### src/rtl/clause_scan_controller.sv
// Sweeps the clause table one row per cycle and stops on the first row whose
// active literals are all falsified. Memory data returns one cycle after each read.
module clause_scan_controller #(
  parameter int NUM_ROWS     = 64,
  parameter int COLS_PER_ROW = 4,
  parameter int LIT_WIDTH    = 6,
  localparam int ROW_W       = $clog2(NUM_ROWS)
) (
  input  logic                              clk,
  input  logic                              rst,
  input  logic                              start,
  input  logic                              abort,
  input  logic [ROW_W:0]                    num_rows,
  output logic                              busy,
  output logic                              done,
  output logic                              conflict_found,
  output logic [ROW_W-1:0]                  conflict_row,
  output logic                              aborted,
  output logic                              mem_rd_en,
  output logic [ROW_W-1:0]                  mem_addr,
  input  logic [COLS_PER_ROW*LIT_WIDTH-1:0] mem_static_row,
  input  logic [COLS_PER_ROW-1:0]           mem_dynamic_row
);

  localparam logic [1:0] IDLE   = 2'd0;
  localparam logic [1:0] SCAN   = 2'd1;
  localparam logic [1:0] FINISH = 2'd2;

  localparam logic [ROW_W:0] MAX_ROWS = (ROW_W + 1)'(NUM_ROWS);
  localparam logic [ROW_W:0] ONE_ROW  = (ROW_W + 1)'(1);

  logic [1:0]       state_q, state_d;
  logic [ROW_W:0]   issue_ptr_q, issue_ptr_d;
  logic [ROW_W:0]   num_rows_q, num_rows_d;
  logic             ret_valid_q, ret_valid_d;
  logic [ROW_W-1:0] ret_tag_q, ret_tag_d;
  logic             conflict_found_q, conflict_found_d;
  logic [ROW_W-1:0] conflict_row_q, conflict_row_d;
  logic             aborted_q, aborted_d;

  logic [ROW_W:0]   num_rows_clamped;
  logic             any_active;
  logic             all_falsified;
  logic             row_conflict;
  logic             last_return;

  assign num_rows_clamped = (num_rows > MAX_ROWS) ? MAX_ROWS : num_rows;

  // Empty slots are ignored; a row with no active slot can never conflict.
  always_comb begin
    any_active    = 1'b0;
    all_falsified = 1'b1;
    for (int i = 0; i < COLS_PER_ROW; i++) begin
      if (mem_static_row[i*LIT_WIDTH +: LIT_WIDTH] != '0) begin
        any_active = 1'b1;
        if (!mem_dynamic_row[i]) begin
          all_falsified = 1'b0;
        end
      end
    end
  end

  assign row_conflict = ret_valid_q && any_active && all_falsified;
  // Reads are back-to-back, so the last return is the one seen once every read is out.
  assign last_return  = ret_valid_q && (issue_ptr_q == num_rows_q);

  assign mem_rd_en = (state_q == SCAN) && (issue_ptr_q < num_rows_q) && !row_conflict && !abort;
  assign mem_addr  = issue_ptr_q[ROW_W-1:0];

  always_comb begin
    state_d          = state_q;
    issue_ptr_d      = issue_ptr_q;
    num_rows_d       = num_rows_q;
    ret_valid_d      = mem_rd_en;
    ret_tag_d        = mem_addr;
    conflict_found_d = conflict_found_q;
    conflict_row_d   = conflict_row_q;
    aborted_d        = aborted_q;

    case (state_q)
      IDLE: begin
        if (start) begin
          conflict_found_d = 1'b0;
          conflict_row_d   = '0;
          aborted_d        = 1'b0;
          issue_ptr_d      = '0;
          num_rows_d       = num_rows_clamped;
          state_d          = (num_rows_clamped == '0) ? FINISH : SCAN;
        end
      end
      SCAN: begin
        if (mem_rd_en) begin
          issue_ptr_d = issue_ptr_q + ONE_ROW;
        end
        // A conflict returning in the abort cycle takes priority over the abort.
        if (row_conflict) begin
          conflict_found_d = 1'b1;
          conflict_row_d   = ret_tag_q;
          state_d          = FINISH;
        end else if (abort) begin
          aborted_d = 1'b1;
          state_d   = FINISH;
        end else if (last_return) begin
          state_d = FINISH;
        end
      end
      FINISH: begin
        state_d = IDLE;
      end
      default: begin
        state_d = IDLE;
      end
    endcase
  end

  always_ff @(posedge clk) begin
    if (rst) begin
      state_q          <= IDLE;
      issue_ptr_q      <= '0;
      num_rows_q       <= '0;
      ret_valid_q      <= 1'b0;
      ret_tag_q        <= '0;
      conflict_found_q <= 1'b0;
      conflict_row_q   <= '0;
      aborted_q        <= 1'b0;
    end else begin
      state_q          <= state_d;
      issue_ptr_q      <= issue_ptr_d;
      num_rows_q       <= num_rows_d;
      ret_valid_q      <= ret_valid_d;
      ret_tag_q        <= ret_tag_d;
      conflict_found_q <= conflict_found_d;
      conflict_row_q   <= conflict_row_d;
      aborted_q        <= aborted_d;
    end
  end

  assign busy           = (state_q == SCAN);
  assign done           = (state_q == FINISH);
  assign conflict_found = conflict_found_q;
  assign conflict_row   = conflict_row_q;
  assign aborted        = aborted_q;

endmodule

### config.mk
export PLATFORM = sky130hd
export DESIGN_NAME = clause_scan_controller
export DESIGN_NICKNAME = d
export VERILOG_FILES = /design/src/rtl/clause_scan_controller.sv
export SDC_FILE = /design/constraint.sdc
export NUM_CORES = 1
export LEC_CHECK = 0
export BUFFER_PORTS_ARGS = -buffer_cell sky130_fd_sc_hd__buf_2
export CAP_MARGIN = 40
export CORE_MARGIN = 3
export CORE_UTILIZATION = 42
export DETAILED_ROUTE_END_ITERATION = 10
export HOLD_SLACK_MARGIN = 0.1
export PLACE_DENSITY = 0.69
export SLEW_MARGIN = 40
export SYNTH_ARGS = -nofsm -noshare
export SYNTH_HDL_FRONTEND = slang
export SYNTH_SLANG_ARGS = --single-unit
### constraint.sdc
create_clock -name clk -period 5 [get_ports clk]
set_clock_uncertainty 0.2 [all_clocks]
set_input_delay 0 -clock clk [delete_from_list [all_inputs] [get_ports clk]]
set_output_delay 0 -clock clk [all_outputs]
set_load 0.005 [all_outputs]
# Word-level counts from Yosys, hierarchy flattened
# Cells that the tools add are included.
dict set report word_totals {
  wordCells 71
  regBits 31
}
dict set report classes {
  n_eq_ne 9
  mux 31
  order_cmp 2
  add_sub_neg 1
  n_reduce_logical 20
}
# operator count
set ops {}
lappend ops {{nonzero test 6 bit} 4}
lappend ops {{2-to-1 mux 7 bit} 3}
lappend ops {{2-to-1 mux 1 bit} 16}
lappend ops {{case mux 7 bit (2 select lines)} 1}
lappend ops {{2-to-1 mux 6 bit} 2}
lappend ops {{case mux 6 bit (2 select lines)} 1}
lappend ops {{2-to-1 mux 2 bit} 5}
lappend ops {{adder 7 x 1 -> 7 bit, second input constant} 1}
lappend ops {{equality test 7 bit} 1}
lappend ops {{> comparator 7 bit, second input constant} 1}
lappend ops {{zero test 7 bit} 1}
lappend ops {{less-than comparator 7 bit} 1}
lappend ops {{logical AND 1 bit} 6}
lappend ops {{inequality test 2 bit, second input constant} 3}
lappend ops {{AND reduction 3 bit} 2}
lappend ops {{inequality test 2 x 1 -> 1 bit, second input constant} 2}
lappend ops {{inequality test 4 x 2 -> 1 bit, second input constant} 1}
lappend ops {{case mux 1 bit (2 select lines)} 2}
lappend ops {{case mux 2 bit (2 select lines)} 1}
lappend ops {{AND reduction 2 bit} 2}
lappend ops {{AND reduction 4 bit} 1}
lappend ops {{equality test 2 x 1 -> 1 bit, second input constant} 1}
lappend ops {{equality test 2 bit, second input constant} 1}
lappend ops {{zero test 1 bit} 2}
lappend ops {{other kinds (2)} 2}

# Depth between registers and ports, before layout
dict set report logic_depth {
  depth_word 14
  depth_mapped 9
}

# Worst setup path after synthesis
# No wires, ideal clock.
dict set report synth_path {
  kind {register to register}
  startpoint {register issue_ptr_q[5]}
  endpoint {register issue_ptr_q[2]}
  setup_slack_ps 2589
  stages_incl_launch_ff 9
  setup_time_ps 70
  t_arrival_ps 2141
  cell_sequence {dfxtp_1 -> ha_1 -> a21o_1 -> a221o_1 -> o31a_1 -> a21o_1 -> buf_6 -> or3_1 -> a21oi_1}
}
dict set report synth_between {
  elab_chain_cells 6
}
# element line_no
set synth_rtl {}
lappend synth_rtl {{start, declared} 33} ;# logic [ROW_W:0] issue_ptr_q, issue_ptr_d;
lappend synth_rtl {{start signal, assigned} 128} ;# issue_ptr_q <= issue_ptr_d;
lappend synth_rtl {{less-than comparator 7 bit} 67} ;# assign mem_rd_en = (state_q == SCAN) && (issue_ptr_q < num_rows_q) && !row_conflict && !abort;
lappend synth_rtl {{logical AND 1 bit (3 in a row)} 67}
lappend synth_rtl {{inequality test 2 x 1 -> 1 bit (no source line)} -}
lappend synth_rtl {{AND reduction 3 bit (no source line)} -}
# No other way between the ends.
# A chain may end at the register's enable or synchronous reset.

# Worst setup path after layout
dict set report layout_path {
  startpoint {register state_q[0]}
  endpoint {register issue_ptr_q[5]}
}
dict set report layout_between {
  elab_chain_cells 6
}
# element line_no
set layout_rtl {}
lappend layout_rtl {{start, declared} 32} ;# logic [1:0] state_q, state_d;
lappend layout_rtl {{start signal, assigned} 127} ;# state_q <= state_d;
lappend layout_rtl {{equality test 2 x 1 -> 1 bit} {67, 80}}
lappend layout_rtl {{logical AND 1 bit (3 in a row)} 67}
lappend layout_rtl {{inequality test 2 x 1 -> 1 bit (no source line)} -}
lappend layout_rtl {{AND reduction 3 bit (no source line)} -}
# Several ways; a longest one is shown, not always the timed one.

==> impl_results.rst <==
.. list-table::
   :header-rows: 1

   * - Metric
     - Value
   * - Post-place setup slack
     - 2.42 ns
   * - Post-route cell area
     - 0.00221 sq mm
   * - Worst hold margin
     - 0.182 ns
   * - Slew @ Worst Pin
     - 0.752 ns
   * - Post CTS Setup Buffer Count
     - 0
   * - Number of nets in the final layout
     - 308
   * - Switching Fraction
     - 0.244
   * - Timing-limited maximum frequency
     - 373 MHz
   * - Leakage power summed over all cells
     - 0.958 nW
   * - Slew headroom
     - 0.497
   * - Proportion of synthesized chip area in sequential cells
     - 0.390
   * - Number of instances in the synthesized netlist
     - 187
   * - Sequential share of power
     - 0.427
   * - Number of iterations in the first detailed-routing pass
     - 4
   * - Clock edge transition at the registers on the reported setup and hold paths
     - 0.07 ns
   * - Synthesized area per cell
     - 8.51 sq um
   * - Endpoints failing setup
     - 0
   * - FF+latch count, synth
     - 31
   * - Number of antenna violations at the first check in global routing
     - 0
   * - Overall track demand over capacity in global routing
     - 0.202
   * - Required time reported for the critical path endpoint
     - 5.01 ns
   * - Library cells used by synthesis
     - 33
   * - Number of synthesized flops with an enable pin
     - 0
   * - Yosys warning total
     - 0
   * - Clock Tree Root
     - sky130_fd_sc_hd__clkbuf_8
   * - Cell area power density
     - 274 mW/mm^2
   * - Max-slew violation count
     - 0
   * - Layer with the highest usage after global routing
     - met2
   * - Critical path data arrival time
     - 2.69 ns
   * - IR Drop Worst-Case VDD
     - 0.000212 V
   * - Number of H-tree levels
     - 2
   * - Drt first-iter violations
     - 82
   * - Cell area after synthesis
     - 0.00159 sq mm
   * - Residual overflow from global routing
     - 0
   * - First-pass GRT wire length
     - 6.86 mm
   * - Type of the worst setup path
     - register to register
   * - Maximum number of pins on one net before global-route repair
     - 24
   * - Number of max-capacitance violations reported
     - 0
   * - Filler cell count
     - 310
   * - Sum of net half-perimeters after detailed placement
     - 2.88 mm
   * - Cell row count
     - 21
   * - Clock share of power
     - 0.420
   * - Fraction of the cycle the final worst path needs
     - 0.536
   * - Comb power frac
     - 0.153
   * - Min-Delay Path Class
     - input port to register
   * - Worst Setup Start Kind
     - register
   * - Internal portion of total power
     - 457 uW
   * - Share of flip-flops with an asynchronous set or reset after synthesis
     - 0
   * - Area occupied by multi-input gates
     - 855 sq um
   * - Fin. Hold Viols
     - 0
   * - Total negative setup slack
     - 0 ns
   * - Met1 Use GR
     - 0.258
   * - Die area
     - 0.00456 sq mm
   * - Detail Route Antenna Nets
     - 0
   * - Post-route DRC
     - 0
   * - Total area of sequential cells
     - 621 sq um
   * - Avg Vias per Cell
     - 5.31
   * - Number of global-route vias before repair
     - 1517
   * - Number of buffers created by CTS
     - 5
   * - Post-placement cell area
     - 0.00184 sq mm
   * - Setup crit end kind
     - register
   * - Fraction of layout cells with a size suffix above 1
     - 0.263
   * - Clock Latency Late Sink
     - 0.28 ns
   * - Clock Tree Buf Depth
     - 2
   * - CTS tree
     - done
   * - Synth Flop Type
     - sky130_fd_sc_hd__dfxtp_1
   * - Min Tclk post-route
     - 2.68 ns
   * - Quantity of I/O buffers inserted on ports
     - 55
   * - Final worst setup slack
     - 2.32 ns
   * - Final Wtd Congestion
     - 0.810
   * - Count of antenna diodes in the layout
     - 0
   * - CTS sink cnt
     - 31
   * - Overall die width
     - 67.6 microns
   * - Height of the die
     - 67.6 microns
   * - Overall routed net length
     - 4.37 mm
   * - Routed WL per cell
     - 14.2 microns
   * - Run status
     - finished clean
   * - Total vias in the final route
     - 1636
   * - P&R area growth vs syn
     - 38.6%
   * - Top-Level Pins
     - 56
   * - Global Route met2 Usage
     - 0.332
   * - Switching component of the power
     - 148 uW
   * - Unrepaired setup endpoints after global routing
     - false
   * - Area of the core
     - 0.00349 sq mm
   * - Post-Syn Nets
     - 234
   * - Global-route track usage on met3
     - 0.0499
   * - Highest net fanout along the worst path
     - 12
   * - Effective utilization at floorplan
     - 0.455
[path summary, 6_finish.rpt]
path                                              start                      endpoint  slack (ns)  depth (start not counted)
worst max-delay path            state_q[0]$_SDFFE_PP0P_   issue_ptr_q[5]$_SDFFE_PP0P_        2.32                          6
worst min-delay path                 mem_dynamic_row[1]  conflict_row[2]$_SDFFE_PP0P_        0.18                          5
worst max register to register  state_q[0]$_SDFFE_PP0P_   issue_ptr_q[5]$_SDFFE_PP0P_        2.32                          6
worst min register to register  ret_tag_q[0]$_SDFF_PP0_  conflict_row[0]$_SDFFE_PP0P_        0.26                          2
[registers in the layout, indices dropped and copies added, names as in the netlist]
name,count
aborted,1
ret_tag_q,6
state_q,2
conflict_row,6
issue_ptr_q,7
conflict_found,1
num_rows_q,7
ret_valid_q,1
[metal layers]
metal / vias up / share of wire / routed length, microns
li1: 822 / - / -
met1: 742 / 0.43 / 1870
met2: 63 / 0.49 / 2130
met3: 9 / 0.072 / 313
met4: 0 / 0.014 / 62
met5: - / 0 / 0
[cells in the final DEF, fill, tap and decap left out, types with 2 or more instances in the layout]
cell / synthesis / final
sky130_fd_sc_hd__nor2b_1: 7 / 7
sky130_fd_sc_hd__a21o_1: 3 / 3
sky130_fd_sc_hd__a21oi_1: 28 / 28
sky130_fd_sc_hd__nor4_2: 3 / 3
sky130_fd_sc_hd__nand4_1: 13 / 13
sky130_fd_sc_hd__a41o_1: 2 / 2
sky130_fd_sc_hd__ha_1: 8 / 8
sky130_fd_sc_hd__buf_2: 0 / 55
sky130_fd_sc_hd__nor2_1: 10 / 10
sky130_fd_sc_hd__nand3b_1: 8 / 8
sky130_fd_sc_hd__o21ai_0: 5 / 5
sky130_fd_sc_hd__and3_1: 3 / 3
sky130_fd_sc_hd__clkbuf_8: 0 / 6
sky130_fd_sc_hd__dlygate4sd3_1: 0 / 25
sky130_fd_sc_hd__nand2_1: 15 / 15
sky130_fd_sc_hd__or3_1: 6 / 6
sky130_fd_sc_hd__and2_1: 2 / 2
sky130_fd_sc_hd__inv_1: 8 / 8
sky130_fd_sc_hd__nand3_1: 8 / 8
sky130_fd_sc_hd__dfxtp_1: 31 / 31
sky130_fd_sc_hd__a31oi_1: 2 / 2
[through the flow]
step                power, mW  utilization  std cells
finish                  0.604        0.631        308
global route            0.628        0.631        308
CTS                     0.603        0.631        308
detailed placement      0.338        0.526        275
global placement        0.337        0.526        275
floorplan               0.309            -        187
[cells in the mapped netlist (3+ instances only)]
cell                        n  area (sq um)
sky130_fd_sc_hd__a21o_1     3          22.5
sky130_fd_sc_hd__a21oi_1   28           140
sky130_fd_sc_hd__and3_1     3          18.8
sky130_fd_sc_hd__buf_4      6          45.0
sky130_fd_sc_hd__clkbuf_1   5          18.8
sky130_fd_sc_hd__dfxtp_1   31           621
sky130_fd_sc_hd__ha_1       8           100
sky130_fd_sc_hd__inv_1      8          30.0
sky130_fd_sc_hd__nand2_1   15          56.3
sky130_fd_sc_hd__nand3_1    8          40.0
sky130_fd_sc_hd__nand3b_1   8          60.1
sky130_fd_sc_hd__nand4_1   13          81.3
sky130_fd_sc_hd__nor2_1    10          37.5
sky130_fd_sc_hd__nor2b_1    7          43.8
sky130_fd_sc_hd__nor4_2     3          37.5
sky130_fd_sc_hd__o21ai_0    5          25.0
sky130_fd_sc_hd__or3_1      6          37.5
[cell type report]
type / instances / area share
multi-input combinational: 135 / 0.387
sequential: 31 / 0.281
inverter: 8 / 0.0136
timing repair buffer: 80 / 0.238
clock buffer: 6 / 0.0374
tap: 46 / 0.0261
clock inverter: 2 / 0.0159
[cell families after synthesis]
group | count (synthesis) | synth area share
flops | 31 | 0.390
simple gates | 82 | 0.307
compound gates | 45 | 0.167
buf+inv | 21 | 0.0731
fa+ha+maj | 8 | 0.0629
[critical path, cell delays in order, from the launching register on]
cell	delay, ns
sky130_fd_sc_hd__dfxtp_1	0.46
sky130_fd_sc_hd__nor2b_1	0.66
sky130_fd_sc_hd__nand2b_1	0.21
sky130_fd_sc_hd__o31a_1	0.29
sky130_fd_sc_hd__a21o_1	0.26
sky130_fd_sc_hd__or3_1	0.38
sky130_fd_sc_hd__a21oi_1	0.15
[what timing repair did]
| action | in CTS | in global routing |
|---|---|---|
| endpoints found under the setup margin | 0 | 0 |
| hold buffers | 25 | 0 |
| hold endpoints to repair | 23 | 0 |
| resized for setup | 0 | 0 |
[power by group through the flow]
| stage | Sequential, mW | Combinational [mW] | Clock, mW |
|---|---|---|---|
| global placement | 0.263 | 0.0735 | 0 |
| finish | 0.258 | 0.0923 | 0.254 |
| global route | 0.259 | 0.102 | 0.267 |
| detailed placement | 0.263 | 0.0742 | 0 |
| floorplan | 0.262 | 0.0465 | 0 |
| CTS | 0.258 | 0.0897 | 0.255 |
Note: power is estimated with default switching activity, not from simulation.
